**config.mk**
```make
export PLATFORM = sky130hd
export DESIGN_NAME = instr_sequencer
export DESIGN_NICKNAME = d
export VERILOG_FILES = /design/src/rtl/instr_seq_pkg.sv /design/src/rtl/instr_mem.sv /design/src/rtl/instr_sequencer.sv
export SDC_FILE = /design/constraint.sdc
export NUM_CORES = 1
export LEC_CHECK = 0
export CORE_ASPECT_RATIO = 0.6
export CORE_UTILIZATION = 56
export CTS_CLUSTER_SIZE = 28
export DETAILED_ROUTE_END_ITERATION = 8
export PLACE_DENSITY = 0.78
export SLEW_MARGIN = 20
export SYNTH_ARGS = -nofsm -noshare
export SYNTH_HDL_FRONTEND = slang
export SYNTH_SLANG_ARGS = --single-unit
```
**constraint.sdc**
```tcl
create_clock -name CLK -period 2.72 [get_ports CLK]
set_input_delay 0.544 -clock CLK [delete_from_list [all_inputs] [get_ports CLK]]
set_output_delay 0.544 -clock CLK [all_outputs]
set_load 0.1 [all_outputs]
```
**src/rtl/instr_seq_pkg.sv**
```systemverilog
// Shared definitions for the instruction sequencer and the accumulator CPU.
// Holds the playback state encodings and the instruction word geometry,
// so both blocks take their word width from one place.
package instr_seq_pkg;

    // Instruction word width; the CPU INSTRUCTION input uses the same value.
    localparam int unsigned INSTR_W   = 5;
    // Number of words the sequencer buffer can hold.
    localparam int unsigned SEQ_DEPTH = 8;

    // Playback FSM encodings.
    localparam logic [1:0] S_IDLE = 2'd0;
    localparam logic [1:0] S_PLAY = 2'd1;
    localparam logic [1:0] S_DONE = 2'd2;

endpackage

```
**src/rtl/instr_mem.sv**
```systemverilog
// Small register-file buffer for the instruction sequencer.
// Ports:
//   clk_i    - clock, write on rising edge
//   we_i     - write enable
//   waddr_i  - write address
//   wdata_i  - write data
//   raddr_i  - read address
//   rdata_o  - combinational read data
// Storage has no reset; contents are undefined until written.
module instr_mem
    import instr_seq_pkg::*;
#(
    parameter int unsigned DATA_W = INSTR_W,
    parameter int unsigned DEPTH  = SEQ_DEPTH,
    parameter int unsigned ADDR_W = $clog2(DEPTH)
) (
    input  logic              clk_i,
    input  logic              we_i,
    input  logic [ADDR_W-1:0] waddr_i,
    input  logic [DATA_W-1:0] wdata_i,
    input  logic [ADDR_W-1:0] raddr_i,
    output logic [DATA_W-1:0] rdata_o
);

    logic [DATA_W-1:0] mem_q [DEPTH];

    always_ff @(posedge clk_i) begin
        if (we_i) begin
            mem_q[waddr_i] <= wdata_i;
        end
    end

    assign rdata_o = mem_q[raddr_i];

endmodule

```
**src/rtl/instr_sequencer.sv**
```systemverilog
// Instruction sequencer: captures a short program over a parallel load port
// and replays it to the accumulator CPU one word per clock with a write_en
// strobe.
// Ports:
//   CLK         - clock
//   RESET       - synchronous active-high reset
//   CLEAR       - synchronous buffer clear (INSTRUCTION holds)
//   LOAD_DATA   - word to append
//   LOAD_VALID  - append LOAD_DATA this cycle
//   RUN         - start or restart playback
//   INSTRUCTION - word presented to the CPU (registered)
//   write_en    - INSTRUCTION valid this cycle (registered)
//   BUSY        - playback in progress
//   DONE        - playback finished
//   MEM_FULL    - buffer holds DEPTH words
//   COUNT       - number of stored words
module instr_sequencer
    import instr_seq_pkg::*;
#(
    parameter int unsigned DATA_W = INSTR_W,
    parameter int unsigned DEPTH  = SEQ_DEPTH,
    parameter int unsigned ADDR_W = $clog2(DEPTH)
) (
    input  logic              CLK,
    input  logic              RESET,
    input  logic              CLEAR,
    input  logic [DATA_W-1:0] LOAD_DATA,
    input  logic              LOAD_VALID,
    input  logic              RUN,
    output logic [DATA_W-1:0] INSTRUCTION,
    output logic              write_en,
    output logic              BUSY,
    output logic              DONE,
    output logic              MEM_FULL,
    output logic [ADDR_W:0]   COUNT
);

    localparam logic [ADDR_W:0]   FullCount = (ADDR_W + 1)'(DEPTH);
    localparam logic [ADDR_W:0]   CntOne    = (ADDR_W + 1)'(1);
    localparam logic [ADDR_W-1:0] PtrOne    = ADDR_W'(1);

    logic [1:0]        state_q, state_d;
    logic [ADDR_W:0]   count_q, count_d;
    logic [ADDR_W-1:0] wr_ptr_q, wr_ptr_d;
    logic [ADDR_W-1:0] rd_ptr_q, rd_ptr_d;
    logic [DATA_W-1:0] instr_q, instr_d;
    logic              we_q, we_d;

    logic              mem_we;
    logic [ADDR_W-1:0] mem_waddr;
    logic [DATA_W-1:0] mem_rdata;

    instr_mem #(
        .DATA_W (DATA_W),
        .DEPTH  (DEPTH),
        .ADDR_W (ADDR_W)
    ) u_mem (
        .clk_i   (CLK),
        .we_i    (mem_we),
        .waddr_i (mem_waddr),
        .wdata_i (LOAD_DATA),
        .raddr_i (rd_ptr_q),
        .rdata_o (mem_rdata)
    );

    always_comb begin
        state_d   = state_q;
        count_d   = count_q;
        wr_ptr_d  = wr_ptr_q;
        rd_ptr_d  = rd_ptr_q;
        instr_d   = instr_q;
        we_d      = 1'b0;
        mem_we    = 1'b0;
        mem_waddr = wr_ptr_q;

        if (CLEAR) begin
            state_d  = S_IDLE;
            count_d  = '0;
            wr_ptr_d = '0;
            rd_ptr_d = '0;
        end else begin
            case (state_q)
                S_IDLE: begin
                    // RUN takes precedence over a same-cycle load.
                    if (RUN && (count_q != '0)) begin
                        state_d  = S_PLAY;
                        rd_ptr_d = '0;
                    end else if (LOAD_VALID && (count_q != FullCount)) begin
                        mem_we   = 1'b1;
                        wr_ptr_d = wr_ptr_q + PtrOne;
                        count_d  = count_q + CntOne;
                    end
                end
                S_PLAY: begin
                    instr_d  = mem_rdata;
                    we_d     = 1'b1;
                    rd_ptr_d = rd_ptr_q + PtrOne;
                    if ({1'b0, rd_ptr_q} == (count_q - CntOne)) begin
                        state_d = S_DONE;
                    end
                end
                S_DONE: begin
                    if (RUN) begin
                        state_d  = S_PLAY;
                        rd_ptr_d = '0;
                    end else if (LOAD_VALID) begin
                        // A load after playback starts a fresh program at slot 0.
                        mem_we    = 1'b1;
                        mem_waddr = '0;
                        count_d   = CntOne;
                        wr_ptr_d  = PtrOne;
                        state_d   = S_IDLE;
                    end
                end
                default: begin
                    state_d = S_IDLE;
                end
            endcase
        end

        // Buffer writes are suppressed on a reset edge.
        if (RESET) begin
            mem_we = 1'b0;
        end
    end

    always_ff @(posedge CLK) begin
        if (RESET) begin
            state_q  <= S_IDLE;
            count_q  <= '0;
            wr_ptr_q <= '0;
            rd_ptr_q <= '0;
            instr_q  <= '0;
            we_q     <= 1'b0;
        end else begin
            state_q  <= state_d;
            count_q  <= count_d;
            wr_ptr_q <= wr_ptr_d;
            rd_ptr_q <= rd_ptr_d;
            instr_q  <= instr_d;
            we_q     <= we_d;
        end
    end

    assign INSTRUCTION = instr_q;
    assign write_en    = we_q;
    assign BUSY        = (state_q == S_PLAY);
    assign DONE        = (state_q == S_DONE);
    assign MEM_FULL    = (count_q == FullCount);
    assign COUNT       = count_q;

endmodule

```
### Word level (Yosys, flattened, before mapping)

Memories as Yosys holds them, arrays and structs flattened. A register that Yosys moved wholly into a read port is not among the register bits.
Index checks and enable logic that the tools add are counted.

| cells by class | value |
|---|---|
| $add $sub $neg | 4 |
| equal/unequal tests | 13 |
| mux-type cells | 32 |
| bitwise gates (word level) | 1 |
| reduce and logical (&&, ||, !) cells | 11 |

Operators by type and width:

| cell | number |
|---|---|
| $mux W3 | 10 |
| $mux W4 | 4 |
| $ne A2 B2 Y1 const B | 6 |
| $mux W1 | 9 |
| $pmux W3 S3 | 1 |
| $mux W2 | 4 |
| $pmux W4 S2 | 1 |
| $add A3 B1 Y3 const B | 2 |
| $pmux W2 S3 | 1 |
| $pmux W3 S2 | 1 |
| $reduce_and A3 Y1 | 2 |
| $reduce_and A5 Y1 | 1 |
| $add A4 B1 Y4 const B | 1 |
| $eq A3 B4 Y1 | 1 |
| $eq A4 B4 Y1 const B | 1 |
| $ne A4 B4 Y1 const B | 1 |
| $reduce_bool A4 Y1 | 1 |
| $sub A4 B1 Y4 const B | 1 |
| $ne A3 B3 Y1 const B | 1 |
| $reduce_bool A3 Y1 | 1 |
| $eq A2 B1 Y1 const B | 1 |
| $eq A2 B2 Y1 const B | 1 |
| $logic_and A1 B1 Y1 | 2 |
| $logic_not A2 Y1 | 1 |
| other kinds (6) | 6 |

| storage, ports and cells | value |
|---|---|
| register bits | 13 |
| memory bits (writable) | 40 |
| output and inout bits | 13 |
| word-level logic and storage cells | 67 |
| memories | 1 |

Memories:

| memory | words | bits a word | rd ports | clocked after memory_dff | wr ports | RTL line | source |
|---|---|---|---|---|---|---|---|
| u_mem.mem_q | 8 | 5 | 1 | 1 | 1 | instr_mem.sv:25 | `logic [DATA_W-1:0] mem_q [DEPTH];` |

### Depth between registers and ports, before layout

| logic depth | value |
|---|---|
| word-level depth | 9 |
| depth in mapped cells | 6 |

### Cells and area by module

From an unflattened synthesis, not the netlist that was laid out.

| unflattened totals | value |
|---|---|
| cells, all modules | 181 |
| area, all modules | 2557.5 um^2 |

By module, submodules not included:

| module | instances | cells an instance | area each (um^2) |
|---|---|---|---|
| instr_mem | 1 | 70 | 1594.0 |
| instr_sequencer | 1 | 111 | 963.4 |

### Worst setup path before layout

No wires, ideal clock.

| path | value |
|---|---|
| path kind | reg-to-reg |
| start point | register count_q[0], in the netlist COUNT[0] |
| end point | memory u_mem.mem_q[3][0] (netlist name), enable pin |
| setup time | 375 ps |
| arrival | 2671 ps |
| slack | -326 ps |
| cell stages (with the launch flop) | 7 |
| path buffers | 0 |
| path through | dfxtp_1 -> inv_1 -> ha_1 -> and4bb_2 -> a211oi_2 -> nand3_1 -> nor3b_1 |

| on the way | value |
|---|---|
| word-level cells in the longest chain between the ends | 9 |
| elaborated cells on any way between the ends | 11 |
| those cells by class | 1 x eq/ne; 7 x mux; 3 x reduce/logical |

Ends and longest elaborated chain:

| item | RTL line | source |
|---|---|---|
| start, declared | instr_sequencer.sv:43 | `logic [ADDR_W:0] count_q, count_d;` |
| start signal, assigned | instr_sequencer.sv:137 | `count_q <= count_d;` |
| $ne A4 B4 Y1 | instr_sequencer.sv:88 | `end else if (LOAD_VALID && (count_q != FullCount)) begin` |
| $logic_and A1 B1 Y1 | instr_sequencer.sv:88 |  |
| $mux W1 | instr_sequencer.sv:88 |  |
| $mux W1 (*) | instr_sequencer.sv:85 | `if (RUN && (count_q != '0)) begin` |
| $pmux W1 S2 (*) | instr_sequencer.sv:82 | `case (state_q)` |
| $mux W1 (*) | instr_sequencer.sv:76 | `if (CLEAR) begin` |
| $mux W1 (*) | instr_sequencer.sv:122 | `if (RESET) begin` |
| $mux W1 (*) | instr_mem.sv:28 | `if (we_i) begin` |
| $mux W1 (implied by the code) (*) | instr_mem.sv:29 | `mem_q[waddr_i] <= wdata_i;` |
| end, declared | instr_mem.sv:25 |  |

Mark *: on every way between the ends. The rest lies on a longest branch, timed or not.

### Worst setup path in the final report

| path | value |
|---|---|
| start point | register count_q[0], in the netlist COUNT[0] |
| end point | memory u_mem.mem_q[4][4] (netlist name), enable pin |

Same word-level chain as after synthesis.

==> results by stage <==
Clock tree:
- The number of hold buffers added after CTS was 0.
- The tree built by TritonCTS fans out to between 50 and 60 sinks.
- The clock tree from TritonCTS is done.
- The number of gates given a new drive strength after cts is 0.
- The clock transition at the registers of the reported paths is roughly 60 ps.
- At the later pin of the worst-skew pair, clock insertion delay measures between 300 and 400 ps.
- The clock passes through at most 2 buffers.
- The TritonCTS buffer count is 9.
- The H-tree was split into 3 levels.
- Once the clock tree was built, the setup fixing pass inserted 0 buffers.
- The cell chosen for the clock root is sky130_fd_sc_hd__clkbuf_8.

Setup path:
- The sort of element at the end of the critical path is a register.
- On the critical path, the stage with the largest delay is an instance of sky130_fd_sc_hd__or3b_4.
- The count of buffering cells on the critical path with inverters included is 1.
- The worst register-to-register path ends at u_mem.mem_q[4][4]$_DFFE_PP_.
- The worst setup path is launched from a register.
- The kind of cell adding the most delay to the critical path is simple AND/OR/NAND/NOR gates.
- The worst reg-to-reg path cell count is 6.
- The worst setup path is of the register to register kind.
- For the worst setup path, the data required time is 2730 ps.
- Traced cell by cell, the critical path runs through inv_1 > ha_1 > or3b_4 > a211o_4 > nor4_2 > and3b_1.
- The data arrival time of the critical path is about 2500 ps.
- The start of the worst register-to-register path is COUNT[0]$_SDFFE_PP0P_.
- Setup slack on the worst reg-to-reg path comes out at between 200 and 250 ps.
- The largest stage delay on the critical path is roughly 420 ps.
- The maximum fanout along the worst path is 8.

Cells and area:
- The number of antenna diodes in the final layout is 0.
- The library cell used most frequently in the layout, excluding fill and tap cells, is sky130_fd_sc_hd__edfxtp_1.
- The relative area change from synthesis to final layout is 17.9%.
- The final layout contains ~220 nets.
- The fraction of final layout cells with drive strength greater than 1 is 0.252.
- Once layout is complete, the utilization of the core stands at 0.709.
- In the layout the commonest cells are 40 x sky130_fd_sc_hd__edfxtp_1, 18 x sky130_fd_sc_hd__buf_4, 15 x sky130_fd_sc_hd__dfxtp_1.

Floorplan:
- The floorplan step defined a core boundary enclosing ~4200 um2.
- The horizontal extent of the die is a little under 90 um.
- The height of the chip is roughly 54 um.
- The die covers just under 5000 um2.
- During I/O placement, the number of pins put on the boundary was 23.
- The number of core rows is 18.
- The initial core utilization is 0.601.

Global route:
- The overflow left after global routing is 0.
- The number of global-route vias before repair came to about 1500.
- The number of antenna violations at the first check in global routing came to 0.
- The global-route total usage across every layer is 0.260.
- The first-pass GRT wire length is ~8200 um.
- The pin count of the biggest net entering global routing is 15.

Logic synthesis:
- The mapped cell area is between 2000 and 3000 um2.
- Counting flops with an async set or reset pin after synthesis yields a share of 0.
- The post-synthesis sequential element count is 58.
- Counting every net in the synthesized netlist gives 193.
- The share of the Yosys chip area taken by registers is 0.617.
- The post-synthesis area per instance is 14.1 um2.
- Summed over all instances, the cell type with the most area after synthesis is sky130_fd_sc_hd__edfxtp_1.
- Counting flops with a built-in enable in the synthesized netlist gives 40.
- The area share of the largest cell type after synthesis is 0.475.
- Synthesis produced approximately 180 cells.
- In the synthesized netlist the dominant register cell turns out to be sky130_fd_sc_hd__edfxtp_1.
- Yosys printed 0 warnings.
- By area the synthesized netlist is led by sky130_fd_sc_hd__edfxtp_1 47%, sky130_fd_sc_hd__dfxtp_1 14%, sky130_fd_sc_hd__mux4_2 8.9%.
- In this run, distinct cell masters in the synthesized netlist total 45.

Hold path:
- The path with the worst hold slack has its endpoint at INSTRUCTION[3]$_SDFFE_PP0P_.
- The type of the worst min-delay path is register to register.
- The count of cells along the worst hold path is 2.
- In this run the most critical hold path is launched from INSTRUCTION[3]$_SDFFE_PP0P_.

Routing:
- Summing over every cut layer, the via total after detailed routing is ~1600.
- The count of routing violations after the opening detailed-route iteration is around 190.
- The detailed-route DRC error count is 0.
- Summed over all layers, the routed wires come to ~5300 um.
- The remaining antenna violation count after routing is 0.
- The first-pass iteration count of the detailed router is 4.
- In the final routed layout, each cell accounts on average for 19.5 um.
- The per-cell via count in the routed design is 6.01.

Placement:
- The total of buffers placed on input and output ports is 22.
- The placer congestion estimate is 0.796.
- Prior to clock tree synthesis, the placed netlist has a worst setup slack of ~180 ps.
- The half-perimeter wire length after placement is roughly 3800 um.

Power and ir drop:
- The sequential cell fraction of total power is 0.529.
- The part of the power in combinational logic is 0.056.
- The cell-internal power is about 1.4 mW.
- The ratio of total power to cell area is between 600 and 700 nW/um2.
- Of the total power, the share spent switching nets is 0.207.
- Of the total power, the clock network draws 0.415.
- Summed over all cells, the static leakage comes to between 1 and 1.5 nW.
- For this design the total switching power over the nets is between 0.3 and 0.4 mW.
- The maximum vdd drop is a little over 0.0005 V.

STA:
- Setup repair after global routing left no endpoint under its margin.
- The transition at the pin with the smallest max-transition slack is ~760 ps.
- The share of the clock period used by the worst path after layout is 0.926.
- The number of hold violations in the final report is 0.
- The final critical path time including I/O delays and setup is between 2000 and 3000 ps.
- The maximum frequency from static timing analysis is just under 400 MHz.
- Between clock sinks in the finished design, the worst skew comes to approximately 8 ps.
- The max-slew violation total from the final report was 0.
- Setup violations remaining at the end of the flow were counted as 0.
- Measured against its own limit, the worst slew margin works out to 0.495.
- Setup slack closes at between 200 and 250 ps.
- In the final timing run, aggregate negative setup slack is 0 ps.

Status:
- The run finished with clean final reports.

Run:
- Across the run, the number of max-cap violations was 0.
## through the flow
stage                     cells  hold WS (ps)  cell area [um2]  power, mW
after global placement      258           436             2800       1.07
after global routing        274           493             2980       1.87
final                       274           468             2980       1.81
after detailed placement    258           461             2800       1.07
after floorplan             179           526             2530       1.03
after CTS                   274           475             2980       1.82
## worst max-delay path by stage
stage                                        endpoint  slack, ps             startpoint  cells past startpoint
final                     u_mem.mem_q[4][4]$_DFFE_PP_        200  COUNT[0]$_SDFFE_PP0P_                      6
after global routing      u_mem.mem_q[4][4]$_DFFE_PP_        100  COUNT[0]$_SDFFE_PP0P_                      6
after CTS                 u_mem.mem_q[4][4]$_DFFE_PP_        210  COUNT[0]$_SDFFE_PP0P_                      6
after detailed placement  u_mem.mem_q[4][2]$_DFFE_PP_        180                    RUN                      4
after global placement    u_mem.mem_q[3][0]$_DFFE_PP_        240                  CLEAR                      6
after floorplan           u_mem.mem_q[3][0]$_DFFE_PP_         50  COUNT[0]$_SDFFE_PP0P_                      6
## synth_stat cells (2+ instances only)
master / number
sky130_fd_sc_hd__edfxtp_1: 40
sky130_fd_sc_hd__dfxtp_1: 18
sky130_fd_sc_hd__nor2_1: 13
sky130_fd_sc_hd__mux4_2: 10
sky130_fd_sc_hd__nand2_1: 9
sky130_fd_sc_hd__o21ai_0: 7
sky130_fd_sc_hd__a21oi_1: 6
sky130_fd_sc_hd__mux2i_1: 5
sky130_fd_sc_hd__nor2b_1: 5
sky130_fd_sc_hd__nor3b_1: 5
sky130_fd_sc_hd__ha_1: 4
sky130_fd_sc_hd__inv_1: 4
sky130_fd_sc_hd__xnor2_1: 4
sky130_fd_sc_hd__a22oi_1: 3
sky130_fd_sc_hd__buf_1: 3
sky130_fd_sc_hd__nand3_1: 3
sky130_fd_sc_hd__nor3_1: 3
sky130_fd_sc_hd__a211oi_1: 2
sky130_fd_sc_hd__a21boi_0: 2
sky130_fd_sc_hd__a2bb2oi_1: 2
sky130_fd_sc_hd__and3b_1: 2
sky130_fd_sc_hd__buf_2: 2
sky130_fd_sc_hd__clkbuf_1: 2
sky130_fd_sc_hd__o21a_1: 2
sky130_fd_sc_hd__or2_2: 2
sky130_fd_sc_hd__or3_1: 2
## worst register-to-register path: stages (launching register included)
cell	delay (ps)
sky130_fd_sc_hd__dfxtp_2	370
sky130_fd_sc_hd__inv_1	70
sky130_fd_sc_hd__ha_1	260
sky130_fd_sc_hd__or3b_4	430
sky130_fd_sc_hd__a211o_4	380
sky130_fd_sc_hd__nor4_2	330
sky130_fd_sc_hd__and3b_1	360
## cells by family after synthesis
family                     Yosys count  share of synthesized area
buffers and inverters               12                     0.0217
and+or+nand+nor                     55                      0.129
AOI/OAI and AO/OA                   30                     0.0865
adders and majority gates            4                     0.0198
muxes                               15                      0.109
DFF                                 58                      0.617
xor gates and xnor gates             5                     0.0173
## power groups by stage
stage	Clock, mW	Combinational [mW]	Sequential, mW
finish	0.752	0.101	0.957
global route	0.800	0.109	0.957
CTS	0.764	0.100	0.956
detailed placement	0	0.0995	0.975
global placement	0	0.0969	0.974
floorplan	0	0.0475	0.984
## registers in the layout (all words and copies together) (netlist names)
| name | count |
|---|---|
| INSTRUCTION | 5 |
| rd_ptr_q | 3 |
| wr_ptr_q | 3 |
| COUNT | 4 |
| state_q | 2 |
| write_en | 1 |
| u_mem.mem_q | 40 |
## routing by layer
metal	track usage	up-vias	part of all wire
met2	0.365	83	0.43
met3	0.0675	9	0.098
li1	-	743	-
met5	0	-	0
met1	0.381	813	0.46
met4	0.121	0	0.015
## area by class of cell
type                       instances  area (um2)
clock buffer                      13         149
clock inverter                     3        40.0
fill                             278        1230
inverter                           4        15.0
multi-input combinational        109         915
sequential                        58        1570
tap                               60        75.1
timing repair buffer              27         225
Power figures use the tool's default switching activity.
